[src/rtl/ma_window_ctrl.sv]
// Moving-average window sequencer: owns the window exponent, flushes the
// averager on start or window change, gates samples in, tracks fill and
// flags when the averager output is valid.
//
// state   | meaning
// --------+---------------------------------------------------------------
// S_IDLE  | halted, averager untouched, waiting for i_start
// S_FLUSH | o_ma_clr held for FLUSH_CYC cycles, incoming samples dropped
// S_FILL  | samples accepted, window not yet fully populated
// S_RUN   | window populated, o_dout_vld follows accepted samples by 1 cycle
module ma_window_ctrl #(
   parameter int MAX_LOG2  = 6,
   parameter int DEF_LOG2  = 3,
   parameter int FLUSH_CYC = 2,
   parameter int CW        = 3
) (
   input  logic          i_clk,
   input  logic          i_rst_n,
   input  logic [CW-1:0] i_win_log2,
   input  logic          i_cfg_wr,
   input  logic          i_start,
   input  logic          i_stop,
   input  logic          i_din_vld,
   output logic          o_ma_clr,
   output logic          o_ma_en,
   output logic [CW-1:0] o_win_log2,
   output logic          o_dout_vld,
   output logic [1:0]    o_state,
   output logic          o_cfg_err,
   output logic [15:0]   o_drop_cnt
);

   localparam int FW  = MAX_LOG2 + 1;
   localparam int FCW = (FLUSH_CYC > 1) ? $clog2(FLUSH_CYC) : 1;

   typedef enum logic [1:0] {
      S_IDLE  = 2'd0,
      S_FLUSH = 2'd1,
      S_FILL  = 2'd2,
      S_RUN   = 2'd3
   } state_t;

   state_t          r_state;
   state_t          w_state_nxt;
   logic [CW-1:0]   r_win;
   logic [FCW-1:0]  r_flush_cnt;
   logic [FW-1:0]   r_fill_cnt;
   logic            r_ma_clr;
   logic            r_ma_en;
   logic            r_dout_vld;
   logic            r_cfg_err;
   logic [15:0]     r_drop_cnt;

   logic            w_cfg_ok;
   logic            w_cfg_bad;
   logic            w_active;
   logic            w_restart;
   logic            w_accept;
   logic [FW-1:0]   w_fill_target;
   logic            w_fill_last;
   logic            w_flush_done;
   logic            w_start_go;
   logic            w_drop;

   // Request qualification; stop beats a restart, a restart beats a sample.
   assign w_cfg_ok      = i_cfg_wr && (int'(i_win_log2) <= MAX_LOG2);
   assign w_cfg_bad     = i_cfg_wr && !w_cfg_ok;
   assign w_active      = (r_state == S_FILL) || (r_state == S_RUN);
   assign w_restart     = w_cfg_ok && w_active && !i_stop;
   assign w_accept      = w_active && i_din_vld && !i_stop && !w_restart;
   assign w_fill_target = FW'(1) << r_win;
   assign w_fill_last   = (r_state == S_FILL) && w_accept &&
                          ((r_fill_cnt + FW'(1)) == w_fill_target);
   assign w_flush_done  = (r_state == S_FLUSH) && (r_flush_cnt == '0);
   assign w_start_go    = (r_state == S_IDLE) && i_start && !i_stop;
   assign w_drop        = (r_state == S_FLUSH) && i_din_vld && !i_stop;

   // State register.
   always_ff @(posedge i_clk or negedge i_rst_n) begin
      if (!i_rst_n) r_state <= S_IDLE;
      else          r_state <= w_state_nxt;
   end

   // Next-state decode.
   always_comb begin
      w_state_nxt = r_state;
      if (i_stop) begin
         w_state_nxt = S_IDLE;
      end else if (w_restart) begin
         w_state_nxt = S_FLUSH;
      end else begin
         case (r_state)
            S_IDLE:  if (i_start)      w_state_nxt = S_FLUSH;
            S_FLUSH: if (w_flush_done) w_state_nxt = S_FILL;
            S_FILL:  if (w_fill_last)  w_state_nxt = S_RUN;
            S_RUN:                     w_state_nxt = S_RUN;
            default:                   w_state_nxt = S_IDLE;
         endcase
      end
   end

   // Flush down-counter (loaded on FLUSH entry) and fill up-counter.
   always_ff @(posedge i_clk or negedge i_rst_n) begin
      if (!i_rst_n) begin
         r_flush_cnt <= '0;
         r_fill_cnt  <= '0;
      end else begin
         if (w_state_nxt == S_FLUSH && (r_state != S_FLUSH || w_restart))
            r_flush_cnt <= FCW'(FLUSH_CYC - 1);
         else if (r_state == S_FLUSH && r_flush_cnt != '0)
            r_flush_cnt <= r_flush_cnt - FCW'(1);

         if (r_state != S_FILL)
            r_fill_cnt <= '0;
         else if (w_accept)
            r_fill_cnt <= r_fill_cnt + FW'(1);
      end
   end

   // Registered outputs, window register and saturating drop counter.
   always_ff @(posedge i_clk or negedge i_rst_n) begin
      if (!i_rst_n) begin
         r_win      <= CW'(DEF_LOG2);
         r_ma_clr   <= 1'b0;
         r_ma_en    <= 1'b0;
         r_dout_vld <= 1'b0;
         r_cfg_err  <= 1'b0;
         r_drop_cnt <= '0;
      end else begin
         if (w_cfg_ok) r_win <= i_win_log2;
         r_ma_clr   <= (w_state_nxt == S_FLUSH);
         r_ma_en    <= w_accept;
         r_dout_vld <= w_accept && ((r_state == S_RUN) || w_fill_last);
         r_cfg_err  <= w_cfg_bad;
         if (w_start_go)
            r_drop_cnt <= '0;
         else if (w_drop && r_drop_cnt != 16'hFFFF)
            r_drop_cnt <= r_drop_cnt + 16'd1;
      end
   end

   assign o_ma_clr   = r_ma_clr;
   assign o_ma_en    = r_ma_en;
   assign o_win_log2 = r_win;
   assign o_dout_vld = r_dout_vld;
   assign o_state    = r_state;
   assign o_cfg_err  = r_cfg_err;
   assign o_drop_cnt = r_drop_cnt;

endmodule

[config.mk]
export PLATFORM = sky130hd
export DESIGN_NAME = ma_window_ctrl
export DESIGN_NICKNAME = d
export VERILOG_FILES = /design/src/rtl/ma_window_ctrl.sv
export SDC_FILE = /design/constraint.sdc
export NUM_CORES = 1
export LEC_CHECK = 0
export ABC_AREA = 1
export BUFFER_PORTS_ARGS = -buffer_cell sky130_fd_sc_hd__buf_2
export CAP_MARGIN = 20
export CELL_PAD_IN_SITES_DETAIL_PLACEMENT = 0
export CELL_PAD_IN_SITES_GLOBAL_PLACEMENT = 1
export CORE_MARGIN = 2
export CORE_UTILIZATION = 30
export DETAILED_ROUTE_END_ITERATION = 10
export PLACE_DENSITY = 0.73
export SLEW_MARGIN = 40
export SYNTH_ARGS = -nofsm -noshare
export SYNTH_HDL_FRONTEND = slang
export SYNTH_SLANG_ARGS = --single-unit
[constraint.sdc]
create_clock -name i_clk -period 1.87 [get_ports i_clk]
set_input_delay 0.187 -clock i_clk [delete_from_list [all_inputs] [get_ports i_clk]]
set_output_delay 0.187 -clock i_clk [all_outputs]
set_load 0.005 [all_outputs]
======== After elaboration in Yosys (flattened, before gate mapping) ========
Index checks and enable logic that the tools add are counted.
storage, ports and cells
  register bits after elaboration ......... 33
  input bits .............................. 9
  output and inout bits ................... 25
  word-level logic and storage cells ...... 63
cells by class
  add/subtract/negate cells ............... 3
  order comparisons ....................... 1
  equal/unequal tests ..................... 8
  shifts and indexed selects .............. 1
  multiplexer cells ....................... 12
  bitwise gates (word level) .............. 1
  reduce and logical (&&, ||, !) cells .... 28
operators with widths
  kind                                                                     count
  16-bit 2-to-1 mux                                                        2
  1-bit logical AND                                                        18
  16-bit by 1-bit adder with 16-bit output, second input constant          1
  16-bit inequality test, second input constant                            1
  7-bit 2-to-1 mux                                                         2
  2-bit 2-to-1 mux                                                         5
  2-bit one-hot mux with 4 select lines                                    1
  7-bit by 1-bit adder with 7-bit output, second input constant            1
  7-bit == test                                                            1
  1-bit by 3-bit left shift with 7-bit output, first input constant        1
  2-bit nonzero test                                                       3
  2-bit by 1-bit == test with 1-bit output, second input constant          2
  2-bit == test, second input constant                                     2
  3-bit less-or-equal comparator, second input constant                    1
  1-bit zero test                                                          3
  1-bit logical OR                                                         3
  2-bit zero test                                                          1
  1-bit 2-to-1 mux                                                         2
  2-bit by 1-bit inequality test with 1-bit output, second input constant  1
  2-bit inequality test, second input constant                             1
  1-bit inverter                                                           1
  1-bit subtractor, second input constant                                  1

======== Longest topological paths before layout ========
  depth after elaboration ................. 15
  gate-level depth with buffers ........... 13
  gate-level depth less buffers ........... 13

======== Least setup slack after synthesis ========
Ideal clock, no wire load.
  kind .................................... register -> register
  from .................................... register r_drop_cnt[0], in the netlist o_drop_cnt[0]
  to ...................................... register r_drop_cnt[12], in the netlist o_drop_cnt[12]
  library setup time ...................... 125 ps
  arrival time ............................ 1471 ps
  required time ........................... 1745 ps
  slack ................................... 274 ps
  cell stages (with the launch flop) ...... 12
  buffers on the path ..................... 0
  period minus slack after synthesis ...... 1596 ps
  cell sequence ........................... dfrtp_1 -> ha_1 -> nand2_1 -> nor2_2 -> nand2_1 -> nor2_1 -> nand2_1 -> nand2_4 -> nor2_2 -> nand3_1 -> nor2_1 -> a21oi_1
between the ends
  longest elaborated chain between the ends .. 3
  elaborated cells on any way between the ends .. 6
  those cells by class .................... 1 x add/sub; 1 x eq/ne; 2 x mux; 2 x reduce/logical
ends and longest elaborated chain
  what                                                                                line      RTL
  start, declared                                                                     52        logic [15:0] r_drop_cnt;
  start signal, assigned                                                              138       r_drop_cnt <= r_drop_cnt + 16'd1;
  16-bit by 1-bit adder with 16-bit output or 16-bit inequality test (tied branches)  138, 137
  16-bit 2-to-1 mux or 1-bit logical AND (tied branches)                              137       else if (w_drop && r_drop_cnt != 16'hFFFF)
  16-bit 2-to-1 mux or 2-bit nonzero test (tied branches)                             n/a
Several ways; a longest one is shown, not always the timed one. The select of a mux whose other input is x is not followed.
A chain may end at the register's enable or synchronous reset.

======== Final worst setup path ========
Same ends and word-level chain as after synthesis.

==> summary.txt <==
Power and ir drop
  – Power, Total: 1.61 mW
  – Leakage power: about 1.2 nW
  – Worst VDD drop: 0.355 mV
  – PwrDens: 670 nW/um^2

Drt
  – DR vias: approximately 1900
  – Routed WL per cell: 12.0 um
  – Post-route ant nets: 0
  – DRC violation total after the first TritonRoute iteration: slightly above 80
  – Routed wire length: around 4.7 mm
  – WL met3: 174 um
  – Via density per instance: between 4 and 5
  – Met1 wire length: between 2 and 2.5 mm
  – WL met2: approximately 2.1 mm
  – Drt pass-1 iters: 5
  – Number of remaining DRC errors: 0
  – Top Layer Used: met4

Timing
  – Minimum clock period: about 1700 ps
  – Setup Viol. Count Final: 0
  – Final Hold Slack: about 150 ps
  – Max Slew Vio Count: 0
  – Tcrit/Tclk final: between 90 and 100%
  – RSZ-0062 raised after global routing: true
  – Max Fclk: ~580 MHz
  – Rel. slew slack: a little over two thirds
  – Final hold violations: 0
  – Least-Margin Pin Slew: 446 ps
  – Fin Setup TNS: 0 ps
  – Clock Skews: approximately 7.5 ps

GRT
  – Pin count of the biggest net entering global routing: 34
  – Total gr overflow: 0
  – Initial antenna violation count: 0
  – Number of global-route vias before repair: about 1700
  – GRT Total Usage: roughly 14%
  – First-pass GRT wire length: approximately 8 mm

Floorplan
  – Die height: around 84 um
  – Initial Util: between 30% and 40%
  – Core Rows: 29
  – Die Wd: ~84 um
  – Core area: between 6000 and 7000 um^2
  – IO Pins: 34
  – Die ar.: 7100 um^2

Synthesis
  – Avg Inst Size Synth: roughly 7.3 um^2
  – Synth warn: 0
  – Total nets after synthesis: around 280
  – Syn Std Cell Area: between 1500 and 2000 um^2
  – #FFs+latches synth: 33
  – Distinct cells, synth: 29
  – Cell count after synthesis: between 200 and 300
  – Share of synthesized registers carrying an async set or reset: 100%
  – Top_reg_cell synth: dfrtp_1
  – Register area share after synthesis: roughly 43%
  – Post-synth EDFFs: 0

Cells and area
  – Final Non-Filler Cells: 397
  – Final nets: 330
  – Share of layout cells above drive strength 1: about 23%
  – Antenna diode instance count: 0
  – Area Overhead vs Synth: 24.7%
  – Finished Core Util: a little under two fifths

Worst hold path
  – Worst min-delay path class: in -> reg
  – Worst Hold Launch: i_win_log2[1]
  – Worst Hold Depth: 3
  – Hold worst-path end: o_win_log2[1]

Placement
  – Dpl hpwl: around 3.5 mm
  – IO Port Bufs: 33
  – Final Wtd Congestion: about 0.86
  – # placed instances: 381

Critical path
  – Crit end category: flop
  – Crit start category: flop
  – Reg2Reg Depth: 11
  – WP data arrival: 1910 ps
  – Worst Path Max Fanout: 8
  – Setup CP Type: reg -> reg
  – RR Startpoint: o_drop_cnt[0]
  – Worst Path Required: roughly 2000 ps
  – R2R Setup Slk: between 100 and 150 ps
  – Crit Reg-Reg Endpoint: o_drop_cnt[12]

Outcome
  – Outcome: complete, no violations

Clock tree
  – Insertion delay to the later sink of the worst-skew pair: approximately 290 ps
  – Root Buffer: clkbuf_8
  – CTS tree: done
  – Htree depth: 2
  – CTS Sinks: 33
  – Clock Path Buffers: 2
  – Total CTS buffers: 5
  – Worst-path clk slew: approximately 80 ps

Job
  – Max_cap viols: 0
[layer usage]
metal,up-vias,track usage (%)
met2,38,21.7
li1,969,-
met5,-,0
met4,0,4.84
met3,6,3.24
met1,861,20.2
[Yosys cell counts (3+ instances only)]
| master | number | share of area, % |
|---|---|---|
| nand2_1 | 61 | 12 |
| inv_1 | 45 | 8.7 |
| dfrtp_1 | 31 | 40 |
| nand3_1 | 29 | 7.5 |
| nor2_1 | 23 | 4.5 |
| o21ai_0 | 18 | 4.7 |
| a21oi_1 | 13 | 3.4 |
| nand4_1 | 10 | 3.2 |
| nor3_1 | 4 | 1.0 |
| xor2_1 | 4 | 1.8 |
| o21ai_1 | 3 | 0.78 |
[metrics by stage]
stage               instance area, um^2  setup WS, ps
finish                             2410           132
global route                       2410         -36.5
CTS                                2330          72.6
detailed placement                 2250          92.6
global placement                   2250          85.0
floorplan                          1930           274
[logic make-up (layout without fill, tap and decap cells)]
kind of cell               after synthesis  after routing  share of synthesized area (%)
AOI/OAI and AO/OA                       36             36                           9.91
xor gates and xnor gates                 4              4                           1.81
adders and majority gates                2              2                           1.30
buffers and inverters                   49            105                           9.71
DFF                                     33             33                           42.9
and+or+nand+nor                        140            140                           34.4
[where the power goes]
part | internal (mW) | switching, mW | total [mW] | leakage (nW)
logic | 0.103 | 0.174 | 0.278 | 0.714
registers | 0.762 | 0.0400 | 0.802 | 0.446
clock network | 0.258 | 0.276 | 0.534 | 0.0450
[flip-flops by register name (all words and copies together) (netlist names), 2 cells and up]
register / cells
o_drop_cnt: 16
r_fill_cnt: 7
o_win_log2: 3
o_state: 2
[layout make-up]
class,count,area [um^2]
Inverter,47,179
Fill cell,672,3870
Clock inverter,2,10.0
Sequential cell,33,828
Timing Repair Buffer,50,298
Clock buffer,6,72.6
Tap cell,77,96.3
Multi-Input combinational cell,182,926
[critical path: stages (launching register included)]
cell     delay [ps]
dfrtp_1         390
ha_1            220
nand2_1         120
nor2_2           60
nand2_1          80
nor2_1           50
nand2_1          90
nand2_4         110
nor2_2          170
nand3_1         130
nor2_2          120
a21oi_1          80
[cells in the final DEF (no fill, tap or decap), types with 4 or more instances in the layout]
master,netlist,final
nor2_1,23,20
nand2_1,61,61
xor2_1,4,4
buf_2,1,32
o21ai_0,18,17
inv_1,45,45
o21ai_1,3,4
nor3_1,4,4
nor2_2,2,5
buf_4,0,17
nand4_1,10,10
nand3_1,29,29
clkbuf_8,0,5
dfrtp_1,31,31
a21oi_1,13,13
[worst max-delay path by stage]
stage             startpoint              to  slack, ps  depth (start not counted)
2_1_floorplan  o_drop_cnt[0]  o_drop_cnt[12]        270                         11
3_3_place_gp   o_drop_cnt[1]  o_drop_cnt[12]         80                         11
3_5_place_dp   o_drop_cnt[1]  o_drop_cnt[12]         90                         11
4_1_cts        o_drop_cnt[1]  o_drop_cnt[12]         70                         11
5_1_grt        o_drop_cnt[3]   o_drop_cnt[8]        -40                         13
6_report       o_drop_cnt[0]  o_drop_cnt[12]        130                         11
[timing repair]
action / 4_1_cts / 5_1_grt
endpoints found under the hold margin: 0 / 31
setup buffers: 0 / 7
setup endpoints to repair: 0 / 16
resized for setup: 0 / 5
hold buffers: 0 / 1
No activity file was read; power rests on OpenSTA's default activity.
